==> src/rtl/approx_add_pipe_pkg.sv <==
// approx_add_pkg: approximation modes and the shared approximate-sum function
package approx_add_pkg;
  typedef enum logic [1:0] {EXACT, LOA, TRUNC, SETONE} approx_mode_e;
  function automatic logic [32:0] approx_sum(input logic [31:0] a, input logic [31:0] b,
                                             input approx_mode_e mode, input int k);
    logic [32:0] aa, bb, mask, top, lo, hi;
    logic c;
    aa = {1'b0, a};
    bb = {1'b0, b};
    mask = (33'd1 << k) - 33'd1;
    top = k == 0 ? '0 : 33'd1 << (k - 1);
    c = mode == LOA && |(aa & bb & top);
    lo = mode == LOA ? (aa | bb) & mask : mode == SETONE ? mask : '0;
    hi = ((aa >> k) + (bb >> k) + {32'd0, c}) << k;
    return mode == EXACT || k == 0 ? aa + bb : hi | lo;
  endfunction
endpackage

==> src/rtl/approx_add_pipe_if.sv <==
// approx_add_pipe_if: operand/result handshake and statistics bundle
interface approx_add_pipe_if #(parameter int WIDTH = 8, parameter int ACC_W = 32);
  logic             in_valid, in_ready;
  logic [WIDTH-1:0] in_a, in_b;
  logic [1:0]       in_mode;
  logic             out_valid, out_ready;
  logic [WIDTH:0]   out_sum, out_err;
  logic             stat_clr;
  logic [ACC_W-1:0] stat_samples, stat_err_cnt, stat_err_sum;
  logic [WIDTH:0]   stat_err_max;
  modport master (output in_valid, in_a, in_b, in_mode, out_ready, stat_clr,
                  input in_ready, out_valid, out_sum, out_err,
                  stat_samples, stat_err_cnt, stat_err_sum, stat_err_max);
  modport slave (input in_valid, in_a, in_b, in_mode, out_ready, stat_clr,
                 output in_ready, out_valid, out_sum, out_err,
                 stat_samples, stat_err_cnt, stat_err_sum, stat_err_max);
endinterface

==> src/rtl/approx_err_stats.sv <==
// approx_err_stats: saturating sample/error counters and worst-case error tracker
module approx_err_stats #(
  parameter int ACC_W = 32,
  parameter int EW = 9
) (
  input  logic             clk,
  input  logic             rst,
  input  logic             clr,
  input  logic             hs,
  input  logic [EW-1:0]    err,
  output logic [ACC_W-1:0] samples,
  output logic [ACC_W-1:0] err_cnt,
  output logic [ACC_W-1:0] err_sum,
  output logic [EW-1:0]    err_max
);
  localparam int SW = (ACC_W > EW ? ACC_W : EW) + 1;
  localparam logic [ACC_W-1:0] SAT = '1;
  logic [ACC_W-1:0] samples_q, samples_d, cnt_q, cnt_d, sum_q, sum_d;
  logic [EW-1:0] max_q, max_d;
  logic [SW-1:0] sum_w;
  always_comb begin
    sum_w = SW'(sum_q) + SW'(err);
    samples_d = clr ? '0 : hs && samples_q != SAT ? samples_q + ACC_W'(1) : samples_q;
    cnt_d = clr ? '0 : hs && err != '0 && cnt_q != SAT ? cnt_q + ACC_W'(1) : cnt_q;
    sum_d = clr ? '0 : !hs ? sum_q : sum_w > SW'(SAT) ? SAT : sum_w[ACC_W-1:0];
    max_d = clr ? '0 : hs && err > max_q ? err : max_q;
  end
  always_ff @(posedge clk) begin
    if (rst) begin
      samples_q <= '0;
      cnt_q <= '0;
      sum_q <= '0;
      max_q <= '0;
    end else begin
      samples_q <= samples_d;
      cnt_q <= cnt_d;
      sum_q <= sum_d;
      max_q <= max_d;
    end
  end
  assign samples = samples_q;
  assign err_cnt = cnt_q;
  assign err_sum = sum_q;
  assign err_max = max_q;
endmodule

==> src/rtl/approx_add_pipe.sv <==
// approx_add_pipe: elastic pipelined approximate adder with per-beat mode and error statistics
module approx_add_pipe
  import approx_add_pkg::*;
#(
  parameter int WIDTH = 8,
  parameter int APPROX_BITS = 4,
  parameter int STAGES = 2,
  parameter int ACC_W = 32
) (
  input logic clk,
  input logic rst,
  approx_add_pipe_if.slave io
);
  localparam int EW = WIDTH + 1;
  logic [STAGES-1:0] v_q, v_d, rdy;
  logic [EW-1:0] sum_q [STAGES];
  logic [EW-1:0] sum_d [STAGES];
  logic [EW-1:0] err_q [STAGES];
  logic [EW-1:0] err_d [STAGES];
  logic [EW-1:0] a_sum, x_sum, a_err;
  logic full;
  always_comb begin
    a_sum = EW'(approx_sum(32'(io.in_a), 32'(io.in_b), approx_mode_e'(io.in_mode), APPROX_BITS));
    x_sum = EW'(approx_sum(32'(io.in_a), 32'(io.in_b), EXACT, 0));
    a_err = a_sum >= x_sum ? a_sum - x_sum : x_sum - a_sum;
  end
  // a stage may load unless it and every stage after it are full and the output is stalled
  always_comb begin
    full = 1'b1;
    rdy = '0;
    for (int i = STAGES - 1; i >= 0; i--) begin
      full = full & v_q[i];
      rdy[i] = io.out_ready | ~full;
    end
  end
  always_comb begin
    v_d[0] = rdy[0] ? io.in_valid : v_q[0];
    sum_d[0] = rdy[0] ? a_sum : sum_q[0];
    err_d[0] = rdy[0] ? a_err : err_q[0];
    for (int i = 1; i < STAGES; i++) begin
      v_d[i] = rdy[i] ? v_q[i-1] : v_q[i];
      sum_d[i] = rdy[i] ? sum_q[i-1] : sum_q[i];
      err_d[i] = rdy[i] ? err_q[i-1] : err_q[i];
    end
  end
  always_ff @(posedge clk) begin
    if (rst) begin
      v_q <= '0;
      for (int i = 0; i < STAGES; i++) begin
        sum_q[i] <= '0;
        err_q[i] <= '0;
      end
    end else begin
      v_q <= v_d;
      sum_q <= sum_d;
      err_q <= err_d;
    end
  end
  assign io.in_ready = rdy[0];
  assign io.out_valid = v_q[STAGES-1];
  assign io.out_sum = sum_q[STAGES-1];
  assign io.out_err = err_q[STAGES-1];
  approx_err_stats #(.ACC_W(ACC_W), .EW(EW)) u_stats (
    .clk(clk),
    .rst(rst),
    .clr(io.stat_clr),
    .hs(io.out_valid & io.out_ready),
    .err(io.out_err),
    .samples(io.stat_samples),
    .err_cnt(io.stat_err_cnt),
    .err_sum(io.stat_err_sum),
    .err_max(io.stat_err_max)
  );
endmodule

==> src/flat_wrapper.sv <==
// flat-port wrapper written by rule: the top's interface ports become plain ports
module approx_add_pipe_flat import approx_add_pkg::*;
#(
  parameter int WIDTH = 8,
  parameter int APPROX_BITS = 4,
  parameter int STAGES = 2,
  parameter int ACC_W = 32
)
  (clk, rst, io_in_valid, io_in_a, io_in_b, io_in_mode, io_out_ready, io_stat_clr, io_in_ready, io_out_valid, io_out_sum, io_out_err, io_stat_samples, io_stat_err_cnt, io_stat_err_sum, io_stat_err_max);
  approx_add_pipe_if #(.WIDTH(WIDTH), .ACC_W(ACC_W)) io_i ();
  input logic clk;
  input logic rst;
  input wire logic [$bits(io_i.in_valid)-1:0] io_in_valid;
  input wire logic [$bits(io_i.in_a)-1:0] io_in_a;
  input wire logic [$bits(io_i.in_b)-1:0] io_in_b;
  input wire logic [$bits(io_i.in_mode)-1:0] io_in_mode;
  input wire logic [$bits(io_i.out_ready)-1:0] io_out_ready;
  input wire logic [$bits(io_i.stat_clr)-1:0] io_stat_clr;
  output wire logic [$bits(io_i.in_ready)-1:0] io_in_ready;
  output wire logic [$bits(io_i.out_valid)-1:0] io_out_valid;
  output wire logic [$bits(io_i.out_sum)-1:0] io_out_sum;
  output wire logic [$bits(io_i.out_err)-1:0] io_out_err;
  output wire logic [$bits(io_i.stat_samples)-1:0] io_stat_samples;
  output wire logic [$bits(io_i.stat_err_cnt)-1:0] io_stat_err_cnt;
  output wire logic [$bits(io_i.stat_err_sum)-1:0] io_stat_err_sum;
  output wire logic [$bits(io_i.stat_err_max)-1:0] io_stat_err_max;
  assign io_i.in_valid = io_in_valid;
  assign io_i.in_a = io_in_a;
  assign io_i.in_b = io_in_b;
  assign io_i.in_mode = io_in_mode;
  assign io_i.out_ready = io_out_ready;
  assign io_i.stat_clr = io_stat_clr;
  assign io_in_ready = io_i.in_ready;
  assign io_out_valid = io_i.out_valid;
  assign io_out_sum = io_i.out_sum;
  assign io_out_err = io_i.out_err;
  assign io_stat_samples = io_i.stat_samples;
  assign io_stat_err_cnt = io_i.stat_err_cnt;
  assign io_stat_err_sum = io_i.stat_err_sum;
  assign io_stat_err_max = io_i.stat_err_max;
  approx_add_pipe #(.WIDTH(WIDTH), .APPROX_BITS(APPROX_BITS), .STAGES(STAGES), .ACC_W(ACC_W)) u_core (.clk(clk), .rst(rst), .io(io_i));
endmodule
==> config.mk <==
export PLATFORM = sky130hd
export DESIGN_NAME = approx_add_pipe_flat
export DESIGN_NICKNAME = d
export VERILOG_FILES = /design/src/rtl/approx_add_pipe_pkg.sv /design/src/rtl/approx_add_pipe_if.sv /design/src/rtl/approx_err_stats.sv /design/src/rtl/approx_add_pipe.sv /design/src/flat_wrapper.sv
export SDC_FILE = /design/constraint.sdc
export NUM_CORES = 1
export LEC_CHECK = 0
export ABC_AREA = 1
export CORE_UTILIZATION = 50
export CTS_CLUSTER_DIAMETER = 50
export DETAILED_ROUTE_END_ITERATION = 10
export GPL_TIMING_DRIVEN = 0
export PLACE_DENSITY = 0.73
export REMOVE_ABC_BUFFERS = 1
export SETUP_SLACK_MARGIN = 0.5
export SLEW_MARGIN = 20
export SYNTH_ARGS = -nofsm -noshare
export SYNTH_HDL_FRONTEND = slang
export SYNTH_HIERARCHICAL = 1
export SYNTH_SLANG_ARGS = --single-unit
export TNS_END_PERCENT = 5
==> constraint.sdc <==
create_clock -name clk -period 5.4 [get_ports clk]
set_input_delay 0.54 -clock clk [delete_from_list [all_inputs] [get_ports clk]]
set_output_delay 0.54 -clock clk [all_outputs]
set_load 0.005 [all_outputs]
==> results of run 1 <==
==> layout make-up <==
cell class / count / share of cell area
timing repair buffer: 148 / 0.123
sequential: 143 / 0.236
clock inverter: 13 / 0.0146
inverter: 187 / 0.0581
tap: 265 / 0.0274
multi-input combinational: 1185 / 0.503
clock buffer: 19 / 0.0374
==> path summary, 6_finish.rpt <==
kind | start | to | slack, ps | cells past startpoint
min | u_core/err_q[11] | u_core/io.out_err[2] | 460 | 2
max | io_out_ready | io_in_ready | 900 | 6
min reg2reg | u_core/err_q[11] | u_core/io.out_err[2] | 460 | 2
max reg2reg | u_core/v_q[1] | u_core/sum_q[16] | 2190 | 9
==> registers in the layout, summed over array words and instances, names as in the netlist <==
register,count
u_core/u_stats/err_cnt,32
u_core/u_stats/samples,32
u_core/err_q,9
u_core/u_stats/err_max,9
u_core/v_q,2
u_core/io.out_sum,9
u_core/io.out_err,9
u_core/u_stats/err_sum,32
u_core/sum_q,9
==> routing by layer <==
| metal | global-route usage | wire length (um) |
|---|---|---|
| met1 | 0.336 | 12100 |
| met3 | 0.0460 | 1220 |
| met5 | 0 | 0 |
| met4 | 0.0728 | 374 |
| met2 | 0.445 | 12400 |
==> synth_stat cells (all sizes together), types with 2 or more instances <==
cell and number:
nand2 488, nor2 188, inv 186, a21oi 143
dfxtp 143, o21ai 82, nand3 79, ha 49
xor2 40, buf 38, nor3 28, clkbuf 24
nand3b 21, xnor2 21, nand4 17, fa 6
o211ai 4, a31oi 3, nor3b 3, a21o 2
and2 2, o21a 2, o21bai 2, or2 2
==> cells by family (layout without fill, tap and decap cells) <==
group                      Yosys count  in the layout  synth area share
AOI/OAI and AO/OA                  241            241             0.128
and+or+nand+nor                    828            828             0.350
DFF                                143            143             0.286
xor gates and xnor gates            61             61            0.0541
adders and majority gates           55             55            0.0732
buffers and inverters              249            367             0.108
==> worst register-to-register path: cells and delay by family (launching register included) <==
kind                   cells  cell delay [ps]
buffers and inverters      4             1080
AND/OR/NAND/NOR            4             1590
flip-flops                 1              360
AO/OA/AOI/OAI              1               90
==> power groups by stage <==
stage          Combinational, mW  Sequential, mW  Clock [mW]
6_report                   0.756            1.17        1.25
2_1_floorplan              0.551            1.17           0
5_1_grt                    0.860            1.18        1.32
4_1_cts                    0.753            1.17        1.27
3_3_place_gp               0.731            1.19           0
3_5_place_dp               0.748            1.19           0
==> flow_summary.ini, run 1 <==
[place]
placed_cell_area_mm2 = 0.0115
dpl.cell_count = 1928
place_ws_ps = 642
place_congestion = 0.898
hpwl_mm = 19.4
place.port_buffers = 147

[grt]
grt_pass1_vias = 9032
grt_overflow_total = 0
grtUsageTotal = 0.261
antenna_found_initial = 0
grt_pass1_wl_mm = 43.1
grt_max_degree = 64

[die]
initial_core_util = 0.513
rows = 51
die_x_um = 144
io_pins = 148
coreArea_mm2 = 0.0195
die_height_um = 144
die_area_mm2 = 0.0206

[clock_tree]
clk_pin_slew_ps = 60
cts.sink_count = 143
htreeDepth = 4
cts_tree = built
clk_latency_ps = 430
ctsResizeCount = 0
post_cts_buffers = 0
cts_buffers = 17
root_buffer = clkbuf_16
cts_hold_buf = 0
clk_path_buf_depth = 2

[yosys]
ys_seq_area_frac = 0.286
ys_seq_elements = 143
syn_inst = 1577
synth_area_leader_cell = dfxtp_1
ys_async_sr_fraction = 0
ys.flop_type = dfxtp_1
avgSynthCellArea_um2 = 6.35
yosysUniqueCellTypes = 46
yosys_warnings = 6
synth-edff-count = 0
netlist_area_mm2 = 0.0100
synth_top_cell_area_share = 0.286
netlist_top_cells_area = dfxtp_1 (29%), nand2_1 (18%), nor2_1 (6.9%), a21oi_1 (6.8%), inv_1 (6.5%)

[sta]
whs_ps = 459
period_share = 0.834
max_freq_mhz = 222
slew_headroom = 0.316
slew_viol_final = 0
rsz0062_at_grt = false
hold_viol = 0
fin_ws_ps = 899
fin_tns_setup_ps = 0
period_needed_ps = 4500
finalSetupViolations = 0
finClkSkew_ps = 13.5
worst_pin_slew_ps = 1020

[pwr]
p_seq_frac = 0.368
p_sw_mw = 0.995
switching_share = 0.314
power.total_mw = 3.17
leakage_nw = 4.97
internal_power_mw = 2.18
p_comb_frac = 0.238
clockPowerShare = 0.393
ir_worst_vdd_mv = 0.230
p_per_area_mw_per_mm2 = 262

[setup_path]
cp_cell_sequence = clkdlybuf4s50_1, nor2_1, inv_1, nor2_2, inv_2, clkdlybuf4s50_1
crit_slowest_cell = nor2_1
end_kind = output port
cp.arrival_ps = 3960
path_class = in2out
crit_family = buffers and inverters
crit_top_cell = clkdlybuf4s50_1
crit_fanout = 27
cp_num_buf_inv = 4
cpPeakStageDelay_ps = 820
cp.required_ps = 4860
critPathLaunchType = primary input

[final_layout]
finish.utilization = 0.620
area_growth_pct = 20.9
mostFrequentLayoutCells = nand2_1 (481), nor2_1 (181), inv_1 (173)
fin_cells = 1960
insertedDiodeCount = 0
layout_commonest_cell = nand2_1
design_area_mm2 = 0.0121
fillerInstances = 1877
regArea_mm2 = 0.00286
multiInputGateArea_mm2 = 0.00609
finish.net_count = 1760
drive_gt1_frac = 0.0496

[detailed_routing]
first_pass_iters = 6
vias = 10052
wl_per_cell_um = 13.3
drt_iter0_drc = 570
via_per_inst = 5.13
drc = 0
wirelength_mm = 26.1
postRouteAntennaNets = 0

[run_status]
status = finished clean

[hold_path]
holdCritPathClass = reg2reg

[job]
drv_cap = 0
No activity file was read; power rests on OpenSTA's default activity.
==> run 2: changes to the inputs <==
Clock period 5.4 ns to 4.2 ns, I/O delays scaled along.
==> run 2 against run 1 <==
Sequential power increased by 28%; critical path depth increased by 13; clock skew rose by 1.7 ps; die area is the same; wire length rose by 2.1%; via count is 0.60% higher; first-iteration DRC count grew 14%; worst hold slack about the same; register-to-register slack got worse by 660 ps; core utilization increased by 0.66 points; non-clock buffer count increased by 4; final area grew 1.1%.
==> flow_summary.ini, run 2 (synthesis results as in run 1) <==
[final_layout]
mostFrequentLayoutCells = nand2_1 (479), nor2_1 (180), inv_1 (172)
finish.utilization = 0.627
insertedDiodeCount = 0
layout_commonest_cell = nand2_1
area_growth_pct = 22.2
fillerInstances = 1860
drive_gt1_frac = 0.0606
fin_cells = 1966
finish.net_count = 1766

[pwr]
ir_worst_vdd_mv = 0.300
power.total_mw = 4.14
leakage_nw = 5.00
p_per_area_mw_per_mm2 = 338

[clock_tree]
cts_tree = built
cts_buffers = 17
root_buffer = clkbuf_16
clk_latency_ps = 430
clk_pin_slew_ps = 60
htreeDepth = 4
clk_path_buf_depth = 2
cts_hold_buf = 0
cts.sink_count = 143

[sta]
slew_viol_final = 0
finalSetupViolations = 0
fin_ws_ps = 490
worst_pin_slew_ps = 778
max_freq_mhz = 270
finClkSkew_ps = 15.2
rsz0062_at_grt = true
slew_headroom = 0.480
period_needed_ps = 3710
hold_viol = 0
period_share = 0.883

[job]
drv_cap = 0

[grt]
antenna_found_initial = 0
grt_overflow_total = 0
grt_pass1_vias = 9032
grt_pass1_wl_mm = 43.1
grt_max_degree = 64
grtUsageTotal = 0.261

[detailed_routing]
drt_iter0_drc = 650
postRouteAntennaNets = 0
wirelength_mm = 26.6
drc = 0
via_per_inst = 5.14
wl_per_cell_um = 13.6
first_pass_iters = 5
vias = 10112

[run_status]
status = finished clean

[setup_path]
end_kind = flip-flop
cp.required_ps = 4520
critPathLaunchType = primary input
cp.arrival_ps = 4030
crit_fanout = 9
reg2reg_slack_ps = 1530
path_class = in2reg

[place]
place_ws_ps = -318
place_congestion = 0.898
place.port_buffers = 147
dpl.cell_count = 1928
hpwl_mm = 19.4

[die]
coreArea_mm2 = 0.0195
die_height_um = 144
die_area_mm2 = 0.0206
rows = 51
initial_core_util = 0.513
die_x_um = 144
io_pins = 148

[hold_path]
holdCritPathClass = reg2reg
==> run 2: metrics by stage <==
step                      cell area [um2]  setup TNS, ps  hold slack, ps
final                               12200              0             459
after global routing                12200              0             476
after CTS                           12100              0             457
after detailed placement            11500           -369             448
after global placement              11400         -54250             439
after floorplan                      9640              0             430
==> run 2: area by class of cell <==
type	instances	area (um2)	area share
sequential	143	2860	0.234
inverter	187	711	0.0580
clock buffer	19	453	0.0370
timing repair inverter	1	5.00	0.000409
multi-input combinational	1186	6180	0.505
clock inverter	13	176	0.0144
timing repair buffer	152	1520	0.124
tap	265	332	0.0271
==> run 2: per-layer routing <==
| layer | part of all wire | wire length, um | GRT usage | vias up |
|---|---|---|---|---|
| met5 | 0 | 0 | 0 | - |
| met4 | 0.014 | 378 | 0.0728 | 0 |
| met3 | 0.048 | 1270 | 0.0460 | 34 |
| met2 | 0.48 | 12700 | 0.445 | 266 |
| met1 | 0.46 | 12300 | 0.336 | 4578 |
| li1 | - | - | - | 5234 |
==> run 2: where the power goes <==
part	leakage, nW	switching, mW	internal, mW
combinational	3.53	0.614	0.415
clock	0.305	0.629	0.978
sequential	1.16	0.0686	1.43
total	5.00	1.31	2.83
==> run 2: worst paths after layout <==
| kind | depth (start not counted) | end | from |
|---|---|---|---|
| max | 19 | u_core/err_q[13] | io_in_a[0] |
| min | 2 | u_core/io.out_err[2] | u_core/err_q[11] |
| max reg2reg | 8 | u_core/u_stats/err_cnt[10] | u_core/v_q[1] |
| min reg2reg | 2 | u_core/io.out_err[2] | u_core/err_q[11] |
==> run 2: repair_timing <==
| action | 4_1_cts | 5_1_grt |
|---|---|---|
| gates resized for setup | 3 | 17 |
| pin swaps | 0 | 9 |
| endpoints found under the setup margin | 9 | 9 |
| gates cloned | 0 | 2 |
| setup buffers | 0 | 4 |
==> run 2: critical path, cell delays in order <==
cell and delay (ps):
clkdlybuf4s50_1 420, ha_1 260, fa_1 410, nand3_1 90, nand3_1 120, a21oi_1 220
o21bai_2 130, xor2_2 180, o21a_2 250, ha_4 300, a21oi_4 160, nor2_1 70
a211o_1 270, a21oi_4 280, nand2_4 120, o21ai_1 110, nand3_1 100, nand2_1 70
inv_1 30
==> run 3: changes to the inputs <==
Settings changed: RECOVER_POWER set to 50.
==> run 3 against run 2 <==
Maximum frequency is essentially flat; clock skew shrank 0.87 ps; critical path depth is the same; sequential share of layout area is the same; largest cell class unchanged.
==> flow_summary.ini, run 3 (synthesis results as in run 1) <==
[pwr]
ir_worst_vdd_mv = 0.301
p_per_area_mw_per_mm2 = 337
leakage_nw = 5.42
power.total_mw = 4.12

[sta]
max_freq_mhz = 269
slew_headroom = 0.477
finClkSkew_ps = 14.4
finalSetupViolations = 0
period_needed_ps = 3710
worst_pin_slew_ps = 782
slew_viol_final = 0
hold_viol = 0
rsz0062_at_grt = true
period_share = 0.884

[grt]
grt_max_degree = 64
grt_pass1_wl_mm = 43.1
grtUsageTotal = 0.261
grt_overflow_total = 0
antenna_found_initial = 0
grt_pass1_vias = 9032

[final_layout]
mostFrequentLayoutCells = nand2_1 (479), nor2_1 (180), inv_1 (172)
insertedDiodeCount = 0
layout_commonest_cell = nand2_1
fin_cells = 1966
finish.net_count = 1766
finish.utilization = 0.627
fillerInstances = 1860
drive_gt1_frac = 0.0606
regArea_mm2 = 0.00286
multiInputGateArea_mm2 = 0.00618
area_growth_pct = 22.2

[clock_tree]
cts_tree = built
root_buffer = clkbuf_16
cts_hold_buf = 0
cts.sink_count = 143
cts_buffers = 17
clk_latency_ps = 430
clk_pin_slew_ps = 60
clk_path_buf_depth = 2
htreeDepth = 4

[detailed_routing]
first_pass_iters = 5
wl_met1_mm = 12.3
drc = 0
drt_iter0_drc = 668
wl_per_cell_um = 13.5
dr_wl_met3_mm = 1.22
wirelength_mm = 26.6
via_per_inst = 5.13
highest_layer = met4
vias = 10094
met2WireLength_mm = 12.7
postRouteAntennaNets = 0

[die]
io_pins = 148
die_x_um = 144
die_height_um = 144
die_area_mm2 = 0.0206
rows = 51
initial_core_util = 0.513
coreArea_mm2 = 0.0195

[setup_path]
cp.required_ps = 4520
end_kind = flip-flop
crit_slowest_cell = clkdlybuf4s50_1
cp.arrival_ps = 4030
cpPeakStageDelay_ps = 420
path_class = in2reg
crit_family = compound AO/OA/AOI/OAI gates
cp_num_buf_inv = 2
crit_top_cell = nand3_1
critPathLaunchType = primary input
crit_fanout = 9
cp_cell_sequence = clkdlybuf4s50_1, ha_1, fa_1, nand3_1, nand3_1, a21oi_1, o21bai_2, xor2_2, o21a_2, ha_4, a21oi_4, nor2_1, a211o_1, a21oi_4, nand2_4, o21ai_1, nand3_1, nand2_1, inv_1

[job]
drv_cap = 0

[place]
place_congestion = 0.898
dpl.cell_count = 1928
place.port_buffers = 147
hpwl_mm = 19.4

[hold_path]
holdCritPathClass = reg2reg

[run_status]
status = finished clean
==> run 3: timing repair <==
| item | CTS | global route |
|---|---|---|
| pin swaps | 0 | 9 |
| buffers inserted | 0 | 4 |
| resized for setup | 3 | 17 |
| cloned | 0 | 2 |
| setup endpoints to repair | 9 | 9 |
==> run 3: worst min-delay path, stage by stage (launching register included) <==
cell     delay [ps]
dfxtp_1         300
inv_1            60
a21oi_1          60
==> run 3: area by class of cell <==
| type | instances | share of cell area |
|---|---|---|
| multi-input combinational | 1186 | 0.505 |
| clock inverter | 13 | 0.0144 |
| clock buffer | 19 | 0.0370 |
| sequential | 143 | 0.234 |
| inverter | 187 | 0.0580 |
| tap | 265 | 0.0271 |
| timing repair buffer | 152 | 0.124 |
| timing repair inverter | 1 | 0.000409 |
==> run 3: layer usage <==
layer  vias up  track usage
met5         -            0
met4         0       0.0728
met3        36       0.0460
met2       241        0.445
met1      4585        0.336
li1       5232            -
==> run 3: stage by stage <==
stage / hold WS [ps] / instance area (um2) / setup WS (ps) / TNS (ps)
finish: 459 / 12200 / 488 / 0
global route: 476 / 12200 / 271 / 0
CTS: 457 / 12100 / 423 / 0
detailed placement: 448 / 11500 / -318 / -369
global placement: 439 / 11400 / -952 / -54250
floorplan: 430 / 9640 / 821 / 0
==> run 3: path summary, 6_finish.rpt <==
check             depth (start not counted)                         end              from  slack [ps]
setup / recovery                         19            u_core/err_q[13]        io_in_a[0]         490
hold / removal                            2        u_core/io.out_err[2]  u_core/err_q[11]         460
setup reg to reg                          8  u_core/u_stats/err_cnt[10]     u_core/v_q[1]        1520
hold reg to reg                           2        u_core/io.out_err[2]  u_core/err_q[11]         460
==> run 3: report_power, final <==
| part | switching (mW) | total [mW] | internal (mW) |
|---|---|---|---|
| clock | 0.628 | 1.61 | 0.978 |
| sequential | 0.0671 | 1.50 | 1.43 |
| combinational | 0.615 | 1.02 | 0.402 |
